## config.mk

```make
export PLATFORM = sky130hd
export DESIGN_NAME = pc_seq_flat
export DESIGN_NICKNAME = d
export VERILOG_FILES = /design/src/rtl/pc_seq_if.sv /design/src/rtl/pc_seq.sv /design/src/flat_wrapper.sv
export SDC_FILE = /design/constraint.sdc
export NUM_CORES = 1
export LEC_CHECK = 0
export ABC_AREA = 0
export CORE_MARGIN = 2
export CORE_UTILIZATION = 55
export CTS_CLUSTER_DIAMETER = 60
export CTS_CLUSTER_SIZE = 14
export DETAILED_ROUTE_END_ITERATION = 12
export DONT_BUFFER_PORTS = 1
export HOLD_SLACK_MARGIN = 0.15
export PLACE_DENSITY = 0.76
export SLEW_MARGIN = 15
export SYNTH_ARGS = -nofsm -noshare
export SYNTH_HDL_FRONTEND = slang
export SYNTH_SLANG_ARGS = --single-unit
export TNS_END_PERCENT = 1
```

## constraint.sdc

```tcl
create_clock -name clk -period 3.6 [get_ports clk]
set_input_delay 0.54 -clock clk [delete_from_list [all_inputs] [get_ports clk]]
set_output_delay 0.54 -clock clk [all_outputs]
set_load 0.05 [all_outputs]
```

## src/rtl/pc_seq_if.sv

```systemverilog
// Fetch-side bundle between the control decoder, the program counter and the instruction ROM.
// The decoder drives the controls and LUT writes; the pc and status flags come back from the sequencer.
interface pc_seq_if #(
    parameter int ADDR_W = 10,
    parameter int IMM_W  = 5
);
    logic              stall;
    logic              branch;
    logic              flag;
    logic              call;
    logic              ret;
    logic [IMM_W-1:0]  imm;
    logic              lut_we;
    logic [IMM_W-1:0]  lut_waddr;
    logic [ADDR_W-1:0] lut_wdata;
    logic [ADDR_W-1:0] pc;
    logic              halt;
    logic              stack_err;

    modport master (
        output stall, branch, flag, call, ret, imm, lut_we, lut_waddr, lut_wdata,
        input  pc, halt, stack_err
    );

    modport slave (
        input  stall, branch, flag, call, ret, imm, lut_we, lut_waddr, lut_wdata,
        output pc, halt, stack_err
    );
endinterface

```

## src/rtl/pc_seq.sv

```systemverilog
// Program counter with relative/LUT branching, a call/return stack, fetch stall and
// per-program halt address. All outputs are registers; controls take effect at the next edge.
module pc_seq #(
    parameter int ADDR_W      = 10,
    parameter int IMM_W       = 5,
    parameter int STACK_DEPTH = 4,
    parameter int SPLIT_ADDR  = 50,
    parameter int PROG1_BASE  = 65,
    parameter int END0        = 63,
    parameter int END1        = 1023
) (
    input  logic     clk,
    input  logic     start_n,
    pc_seq_if.slave  bus
);
    localparam int LUT_D = 2 ** IMM_W;
    localparam int SP_W  = $clog2(STACK_DEPTH + 1);
    localparam int IDX_W = (STACK_DEPTH > 1) ? $clog2(STACK_DEPTH) : 1;

    localparam logic [ADDR_W-1:0] L_SPLIT = ADDR_W'(SPLIT_ADDR);
    localparam logic [ADDR_W-1:0] L_BASE1 = ADDR_W'(PROG1_BASE);
    localparam logic [ADDR_W-1:0] L_END0  = ADDR_W'(END0);
    localparam logic [ADDR_W-1:0] L_END1  = ADDR_W'(END1);

    logic [ADDR_W-1:0] r_lut   [0:LUT_D-1];
    logic [ADDR_W-1:0] r_stack [0:STACK_DEPTH-1];
    logic [SP_W-1:0]   r_sp;
    logic [ADDR_W-1:0] r_pc;
    logic              r_prog;
    logic              r_halt;
    logic              r_stack_err;

    logic [ADDR_W-1:0] w_pc_inc;
    logic [ADDR_W-1:0] w_imm_sext;
    logic [ADDR_W-1:0] w_br_tgt;
    logic [ADDR_W-1:0] w_lut_rd;
    logic [ADDR_W-1:0] w_stack_top;
    logic [ADDR_W-1:0] w_end_addr;
    logic [IDX_W-1:0]  w_push_idx;
    logic [IDX_W-1:0]  w_top_idx;
    logic              w_at_end;
    logic              w_stack_full;
    logic              w_stack_empty;
    logic              w_active;
    logic              w_do_ret;
    logic              w_do_call;
    logic              w_push;
    logic              w_pop;
    logic              w_fault;

    assign w_pc_inc      = r_pc + ADDR_W'(1);
    assign w_imm_sext    = ADDR_W'($signed(bus.imm));
    assign w_br_tgt      = r_pc + w_imm_sext + ADDR_W'(1);
    // Async read: a same-edge write to this entry is not yet visible here.
    assign w_lut_rd      = r_lut[bus.imm];
    assign w_end_addr    = r_prog ? L_END1 : L_END0;
    assign w_at_end      = (r_pc == w_end_addr);

    assign w_stack_full  = (r_sp == SP_W'(STACK_DEPTH));
    assign w_stack_empty = (r_sp == '0);
    assign w_push_idx    = IDX_W'(r_sp);
    assign w_top_idx     = IDX_W'(r_sp - SP_W'(1));
    assign w_stack_top   = r_stack[w_top_idx];

    // ret outranks call; both are ignored while halted, stalled or sitting on the end address.
    assign w_active  = start_n & ~r_halt & ~w_at_end & ~bus.stall;
    assign w_do_ret  = w_active & bus.ret;
    assign w_do_call = w_active & ~bus.ret & bus.call;
    assign w_push    = w_do_call & ~w_stack_full;
    assign w_pop     = w_do_ret & ~w_stack_empty;
    assign w_fault   = (w_do_ret & w_stack_empty) | (w_do_call & w_stack_full);

    always_ff @(posedge clk) begin
        if (bus.lut_we) begin
            r_lut[bus.lut_waddr] <= bus.lut_wdata;
        end
    end

    always_ff @(posedge clk) begin
        if (w_push) begin
            r_stack[w_push_idx] <= w_pc_inc;
        end
    end

    always_ff @(posedge clk) begin
        if (!start_n) begin
            // Program selection looks at the pc from before the restart.
            r_prog      <= (r_pc >= L_SPLIT);
            r_pc        <= (r_pc >= L_SPLIT) ? L_BASE1 : '0;
            r_halt      <= 1'b0;
            r_stack_err <= 1'b0;
            r_sp        <= '0;
        end else if (!r_halt) begin
            if (w_at_end) begin
                r_halt <= 1'b1;
            end else if (w_fault) begin
                r_halt      <= 1'b1;
                r_stack_err <= 1'b1;
            end else if (w_pop) begin
                r_pc <= w_stack_top;
                r_sp <= r_sp - SP_W'(1);
            end else if (w_push) begin
                r_pc <= w_lut_rd;
                r_sp <= r_sp + SP_W'(1);
            end else if (!bus.stall) begin
                if (bus.branch) begin
                    r_pc <= bus.flag ? w_lut_rd : w_br_tgt;
                end else begin
                    r_pc <= w_pc_inc;
                end
            end
        end
    end

    assign bus.pc        = r_pc;
    assign bus.halt      = r_halt;
    assign bus.stack_err = r_stack_err;
endmodule

```

## src/flat_wrapper.sv

```systemverilog
// flat-port wrapper written by rule: the top's interface ports become plain ports
module pc_seq_flat 
#(
    parameter int ADDR_W      = 10,
    parameter int IMM_W       = 5,
    parameter int STACK_DEPTH = 4,
    parameter int SPLIT_ADDR  = 50,
    parameter int PROG1_BASE  = 65,
    parameter int END0        = 63,
    parameter int END1        = 1023
)
  (clk, start_n, bus_stall, bus_branch, bus_flag, bus_call, bus_ret, bus_imm, bus_lut_we, bus_lut_waddr, bus_lut_wdata, bus_pc, bus_halt, bus_stack_err);
  pc_seq_if #(.ADDR_W(ADDR_W), .IMM_W(IMM_W)) bus_i ();
  input  logic clk;
  input  logic start_n;
  input wire logic [$bits(bus_i.stall)-1:0] bus_stall;
  input wire logic [$bits(bus_i.branch)-1:0] bus_branch;
  input wire logic [$bits(bus_i.flag)-1:0] bus_flag;
  input wire logic [$bits(bus_i.call)-1:0] bus_call;
  input wire logic [$bits(bus_i.ret)-1:0] bus_ret;
  input wire logic [$bits(bus_i.imm)-1:0] bus_imm;
  input wire logic [$bits(bus_i.lut_we)-1:0] bus_lut_we;
  input wire logic [$bits(bus_i.lut_waddr)-1:0] bus_lut_waddr;
  input wire logic [$bits(bus_i.lut_wdata)-1:0] bus_lut_wdata;
  output wire logic [$bits(bus_i.pc)-1:0] bus_pc;
  output wire logic [$bits(bus_i.halt)-1:0] bus_halt;
  output wire logic [$bits(bus_i.stack_err)-1:0] bus_stack_err;
  assign bus_i.stall = bus_stall;
  assign bus_i.branch = bus_branch;
  assign bus_i.flag = bus_flag;
  assign bus_i.call = bus_call;
  assign bus_i.ret = bus_ret;
  assign bus_i.imm = bus_imm;
  assign bus_i.lut_we = bus_lut_we;
  assign bus_i.lut_waddr = bus_lut_waddr;
  assign bus_i.lut_wdata = bus_lut_wdata;
  assign bus_pc = bus_i.pc;
  assign bus_halt = bus_i.halt;
  assign bus_stack_err = bus_i.stack_err;
  pc_seq #(.ADDR_W(ADDR_W), .IMM_W(IMM_W), .STACK_DEPTH(STACK_DEPTH), .SPLIT_ADDR(SPLIT_ADDR), .PROG1_BASE(PROG1_BASE), .END0(END0), .END1(END1)) u_core (.clk(clk), .start_n(start_n), .bus(bus_i));
endmodule
```

==> qor.csv, run 1 <==
metric,value,unit
status,"finished, final reports clean",
Hold Path Stages,1,
Pint,6.937,mW
fraction of registers with async set/reset,0,%
routed vias/inst,6.414,
cell taking the most area after synthesis,edfxtp_1,
startpoint types,flip-flop,
synthesis-to-finish area growth,10.01,%
Worst R2R Setup Slack,0.76,ns
required time worst endpoint,3.88,ns
clock root cell,clkbuf_16,
Final Hold Vio Count,0,
Routed WL per cell,26.64,um
CTS buffer count,34,
Final min period,2.841,ns
Iteration-0 DRC Markers,1088,
PnR Total Power,8.923,mW
CTS tree,done,
CTS max path bufs,3,
Slew @ Worst Pin,1.137,ns
Tot GR Track Use,23.36,%
Comb power frac,7.4,%
Leak Pwr,5.718,nW
Net Sw Frac,22.26,%
setup violators final,0,
area of the mapped netlist,15740,sq um
fmax,0.3519,GHz
fillcell total,1962,
syn_nets,926,
initial antenna violation count,0,
Clock Latency Late Sink,0.54,ns
Max IR drop VDD,0.0004635,V
Max-slew headroom,23.93,%
final net count,969,
dominant cells by area after synthesis,"edfxtp_1 (71%), mux4_2 (6.0%), mux2i_1 (4.5%)",
RR Endpoint,u_core.bus.pc[9],
crit path max fanout,12,
PostCTS Resize Cnt,0,
post-route insts no fill,1312,
hold worst-path end,u_core.r_sp[1],
Die H,173.2,um
row count,61,
Synth top area share,70.77,%
sequential share of power,55.5,%
Sink Count,376,
worst hold path type,input port to flip-flop,
Max Cap Violations,0,
FF-to-FF Start,u_core.bus.pc[8],
crit path kind,flip-flop to flip-flop,
Power Density,515.2,nW/um^2
Port Buffers,0,
final WL,34.95,mm
dominant synthesized flop cell,edfxtp_1,
max-slew violations,0,
Synth Instances,881,
Clock Power Share,37.0,%
setup bufs post-CTS,0,
"Distinct cells, synth",67,
total gr overflow,0,
worst r2r path cells,6,
Antenna Nets Post-Route,0,
"Seq/Total Area, Yosys",71.40,%
ratio of cells with drive above 1 in the final layout,14.99,%
number of global-route vias before repair,8362,
largest net degree at the start of global routing,110,
First-pass DRT Iterations,5,
number of flops mapped to enable cells by yosys,371,
detailed-route via count,8415,
core area,28010,sq um
final worst-path cycle share,78.93,%
Antenna diodes,0,
worst min-delay path startpoint,start_n,
RSZ-0062 raised after global routing,false,
crit path DAT,3.12,ns
clock slew at reported path FFs,0.06,ns
Placed Cells,1255,
YS warnings,0,
cts hold-fix bufs,11,
Worst Skew,0.02874,ns
net switching power,1.986,mW
I/O pin count,40,
Initial Utilization,56.20,%
first-pass GRT wire length,52.07,mm
DRC,0,
gpl congestion,0.9411,
H-tree depth,2,
hpwl dp,21.48,mm
die span in x,173.2,um
Die Footprint,29990,sq um
syn_area_per_cell,17.87,sq um
Critical Path Sink Type,flip-flop,
setup TNS,0,ns
Seq cells post-synth,376,
==> per-stage QoR <==
| step | hold slack (ns) | util, % | cell area, sq um | worst slack, ns |
|---|---|---|---|---|
| 6_report | 0.1800 | 61.83 | 17320 | 0.7586 |
| 5_1_grt | 0.1637 | 61.83 | 17320 | 0.6261 |
| 4_1_cts | 0.1594 | 61.83 | 17320 | 0.8003 |
| 3_5_place_dp | 0.5841 | 57.79 | 16190 | 0.8164 |
| 3_3_place_gp | 0.5670 | 57.79 | 16190 | 0.8473 |
| 2_1_floorplan | 0.5336 | - | 15740 | 0.8412 |
==> per-layer routing <==
metal	routed length, um	track usage, %
met4	778	6.850
met1	13900	32.52
met5	0	0
met3	3172	4.969
met2	17090	37.63
==> worst max path at each step <==
stage | from | end | slack, ns
after CTS | u_core.bus.pc[8] | u_core.bus.pc[9] | 0.80
after detailed placement | u_core.bus.pc[8] | u_core.bus.pc[9] | 0.82
final | u_core.bus.pc[8] | u_core.bus.pc[9] | 0.76
after global placement | u_core.bus.pc[9] | u_core.bus.pc[9] | 0.85
after global routing | u_core.bus.pc[8] | u_core.bus.pc[9] | 0.63
after floorplan | u_core.bus.pc[1] | u_core.r_stack[0][0] | 0.84
==> registers in the layout (all words and copies together), names as in the netlist <==
signal / count
u_core.bus.halt: 1
u_core.bus.stack_err: 1
u_core.bus.pc: 10
u_core.r_stack: 40
u_core.r_sp: 3
u_core.r_lut: 320
u_core.r_prog: 1
==> Yosys cell counts (all sizes together), types with 4 or more instances <==
cell type / n
inv: 12
mux4: 57
and3: 4
a21oi: 22
or3: 5
buf: 28
nor2: 54
xor2: 6
ha: 16
a21o: 5
and2: 7
a31oi: 5
nand3: 25
o21a: 4
nand2b: 7
clkbuf: 10
nand2: 29
o21ai: 15
nand4: 5
edfxtp: 371
mux2i: 70
nor2b: 11
dfxtp: 5
nand3b: 5
xnor2: 8
a22oi: 43
mux2: 8
==> power groups by stage <==
stage,combinational (mW),clock (mW),sequential [mW]
after floorplan,0.439,0,5.08
after global placement,0.578,0,5.04
after detailed placement,0.584,0,5.05
after CTS,0.660,3.35,4.95
after global routing,0.710,3.49,4.96
final,0.665,3.30,4.95
==> critical path, stage by stage (launching register included) <==
cell and delay (ns):
edfxtp_1 0.73, or4_4 0.26, o22ai_4 0.08, a21oi_1 0.66, a21oi_2 0.15, or4_1 0.57, o311a_1 0.14
==> area by class of cell <==
class                      count  area, sq um  area share, %
sequential                   376        11240          64.90
multi-input combinational    454         4170          24.08
clock buffer                  39        890.9          5.144
tap                          378        473.0          2.731
timing repair buffer          45        425.4          2.456
clock inverter                 7        70.07         0.4046
inverter                      13        48.80         0.2818
==> kinds of logic after synthesis <==
group	Yosys count	synth area share, %
xor gates and xnor gates	14	0.7789
and+or+nand+nor	169	5.365
buffers and inverters	51	2.146
adders and majority gates	17	1.399
DFF	376	71.40
AOI/OAI and AO/OA	119	5.373
muxes	135	13.54
==> placed cells by master, fill, tap and decap left out, types with 4 or more instances in the layout <==
master and n:
nor2_1 54, inv_1 12, nand4_1 5, nand3b_1 5
mux2i_1 70, mux4_1 15, a31oi_1 5, o21a_1 4
xnor2_1 8, buf_4 34, nand2_1 29, o21ai_0 15
and2_1 7, clkbuf_1 4, edfxtp_1 371, nor2b_1 11
mux2_2 8, ha_1 16, xor2_1 6, nand2b_1 7
mux4_2 42, or3_1 5, a21oi_1 20, a21o_1 5
and3_1 4, clkbuf_16 35, buf_12 6, dfxtp_1 5
a22oi_1 43, dlygate4sd3_1 5, nand3_1 25
(Power assumes the default switching activity.)
==> run 2: changes to the inputs <==
clock period = 2.68 ns   (was 3.6 ns; I/O delays follow)
==> run 2 against run 1 <==
Effect of this change: core utilization is 0.85 points higher; largest cell class unchanged; highest routed layer unchanged; sequential power up 34%; die area unchanged; register-to-register slack worse by 0.58 ns; critical endpoint is now u_core.bus.pc[8]; clock-buffer cell count down 1.
==> qor.csv, run 2 (same netlist as run 1, synthesis figures left out) <==
metric,value,unit
FF-to-FF Start,u_core.bus.pc[0],
Largest register FFs,320,
hpwl dp,21.69,mm
I/O pin count,40,
routed vias/inst,6.375,
net switching power,2.713,mW
Worst Setup EP,u_core.bus.pc[8],
Comb power frac,7.9,%
Max Cap Violations,0,
Die Footprint,29990,sq um
Final Hold Vio Count,0,
most frequent cells in the layout,"edfxtp_1 (371), mux2i_1 (70), buf_4 (61)",
Slew @ Worst Pin,1.085,ns
gpl congestion,0.8964,
row count,61,
Worst Setup SP,u_core.bus.pc[0],
Critical Path Slowest Stage Cell,edfxtp_1,
met2 Use GR,38.35,%
Reg with most FFs,u_core.r_lut,
setup violators final,0,
GRT busiest layer,met2,
number of global-route vias before repair,8686,
clock slew at reported path FFs,0.06,ns
status,"finished, final reports clean",
largest net degree at the start of global routing,110,
Port Buffers,0,
Final min period,2.501,ns
Post-Place Worst Slack,0.2328,ns
Initial Utilization,56.20,%
crit path max fanout,6,
Power Density,695.5,nW/um^2
CTS buffer count,34,
"Top cell by count, worst path",a21oi_1,
RR Endpoint,u_core.bus.pc[8],
"most common cell after layout, fill and taps aside",edfxtp_1,
Clock Latency Late Sink,0.54,ns
die span in x,173.2,um
worst r2r path cells,9,
post-route setup slack,0.1789,ns
Hold Path Stages,1,
met1 Use GR,30.60,%
Routed WL per cell,26.24,um
first-pass GRT wire length,52.45,mm
area of the multi-input gates,4178,sq um
Worst Skew,0.02370,ns
Antenna Nets Post-Route,0,
startpoint types,flip-flop,
CTS tree,done,
fillcell total,1919,
crit path DAT,2.75,ns
Max IR drop VDD,0.0006178,V
sequential share of power,54.3,%
final WL,35.16,mm
core area,28010,sq um
Net Sw Frac,22.22,%
detailed-route via count,8543,
Leak Pwr,5.870,nW
RSZ-0062 raised after global routing,false,
final worst-path cycle share,93.32,%
met3 Use GR,6.245,%
fmax,0.3998,GHz
Critical Path Sink Type,flip-flop,
First-pass DRT Iterations,6,
final net count,996,
crit path kind,flip-flop to flip-flop,
clock root cell,clkbuf_16,
CP Cell Sequence,"inv_1, ha_1, fa_1, nor2b_1, o2111ai_1, a21oi_1, or3_1, a21oi_1, o41ai_2",
DRC,0,
CTS max path bufs,3,
max-slew violations,0,
Clock Power Share,37.8,%
Sink Count,376,
Reg area,11240,sq um
synthesis-to-finish area growth,11.52,%
required time worst endpoint,2.93,ns
Iteration-0 DRC Markers,1001,
Die H,173.2,um
Critical Path Max Stage Delay,0.45,ns
setup TNS,0,ns
setup bufs post-CTS,0,
worst hold path type,input port to flip-flop,
H-tree depth,2,
ratio of cells with drive above 1 in the final layout,17.59,%
total gr overflow,0,
Tot GR Track Use,23.58,%
Max-slew headroom,27.40,%
initial antenna violation count,1,
Pint,9.498,mW
Worst R2R Setup Slack,0.18,ns
run 2: changes by cell type in the layout (fill, tap and decap cells not counted), sizes merged:
| cell | change |
|---|---|
| buf | +27 |
| bufinv | +2 |
| inv | -1 |
| clkbuf | -1 |
| diode | +1 |
| clkinv | -1 |
| clkinvlp | +1 |
run 2: stage by stage:
stage / hold WS [ns] / power, mW / std cells / cell area, sq um / util [%]
5_1_grt: 0.1677 / 12.52 / 1339 / 17550 / 62.67
3_3_place_gp: 0.5026 / 7.591 / 1282 / 16390 / 58.52
2_1_floorplan: 0.5009 / 7.419 / 881 / 15750 / -
4_1_cts: 0.1616 / 12.22 / 1339 / 17560 / 62.68
6_report: 0.1709 / 12.21 / 1340 / 17560 / 62.68
3_5_place_dp: 0.5027 / 7.609 / 1282 / 16390 / 58.52
run 2: routing by layer:
metal / up-vias / share of wire [%]
met1: 4316 / 38
li1: 3700 / -
met3: 92 / 9.6
met2: 435 / 49
met4: 0 / 3.7
met5: - / 0
run 2: final cells by class:
cell class	count	share of cell area, %
Sequential cell	376	64.03
Multi-Input combinational cell	454	23.80
Clock buffer	38	4.932
Timing Repair Buffer	72	3.407
Tap cell	378	2.694
Clock inverter	8	0.8552
Inverter	13	0.2779
Antenna cell	1	0.01425
run 2: worst max-delay path, delay by kind of cell (launching register included):
family / cells / cell delay [ns]
adder cells (fa/ha/maj): 2 / 0.46
flip-flops: 1 / 0.45
AND/OR/NAND/NOR: 2 / 0.43
AO/OA/AOI/OAI: 4 / 0.68
buffers and inverters: 1 / 0.21
run 2: what timing repair did:
action | CTS | global route
setup endpoints to repair | 0 | 1
resized for setup | 0 | 1
hold buffers | 11 | 0
endpoints found under the hold margin | 324 | 0
run 2: worst min-delay path by stage:
stage	start	to	slack, ns
3_5_place_dp	bus_lut_wdata[5]	u_core.r_lut[30][5]	0.50
6_report	bus_lut_wdata[8]	u_core.r_lut[29][8]	0.17
3_3_place_gp	bus_lut_wdata[6]	u_core.r_lut[30][6]	0.50
2_1_floorplan	bus_lut_wdata[0]	u_core.r_lut[0][0]	0.50
5_1_grt	bus_lut_wdata[8]	u_core.r_lut[28][8]	0.17
4_1_cts	bus_lut_wdata[8]	u_core.r_lut[28][8]	0.16
run 2: power groups by stage:
| stage | combinational (mW) | sequential [mW] | clock, mW |
|---|---|---|---|
| 2_1_floorplan | 0.591 | 6.83 | 0 |
| 3_3_place_gp | 0.843 | 6.75 | 0 |
| 3_5_place_dp | 0.856 | 6.75 | 0 |
| 4_1_cts | 0.957 | 6.63 | 4.64 |
| 5_1_grt | 1.03 | 6.63 | 4.86 |
| 6_report | 0.967 | 6.63 | 4.62 |
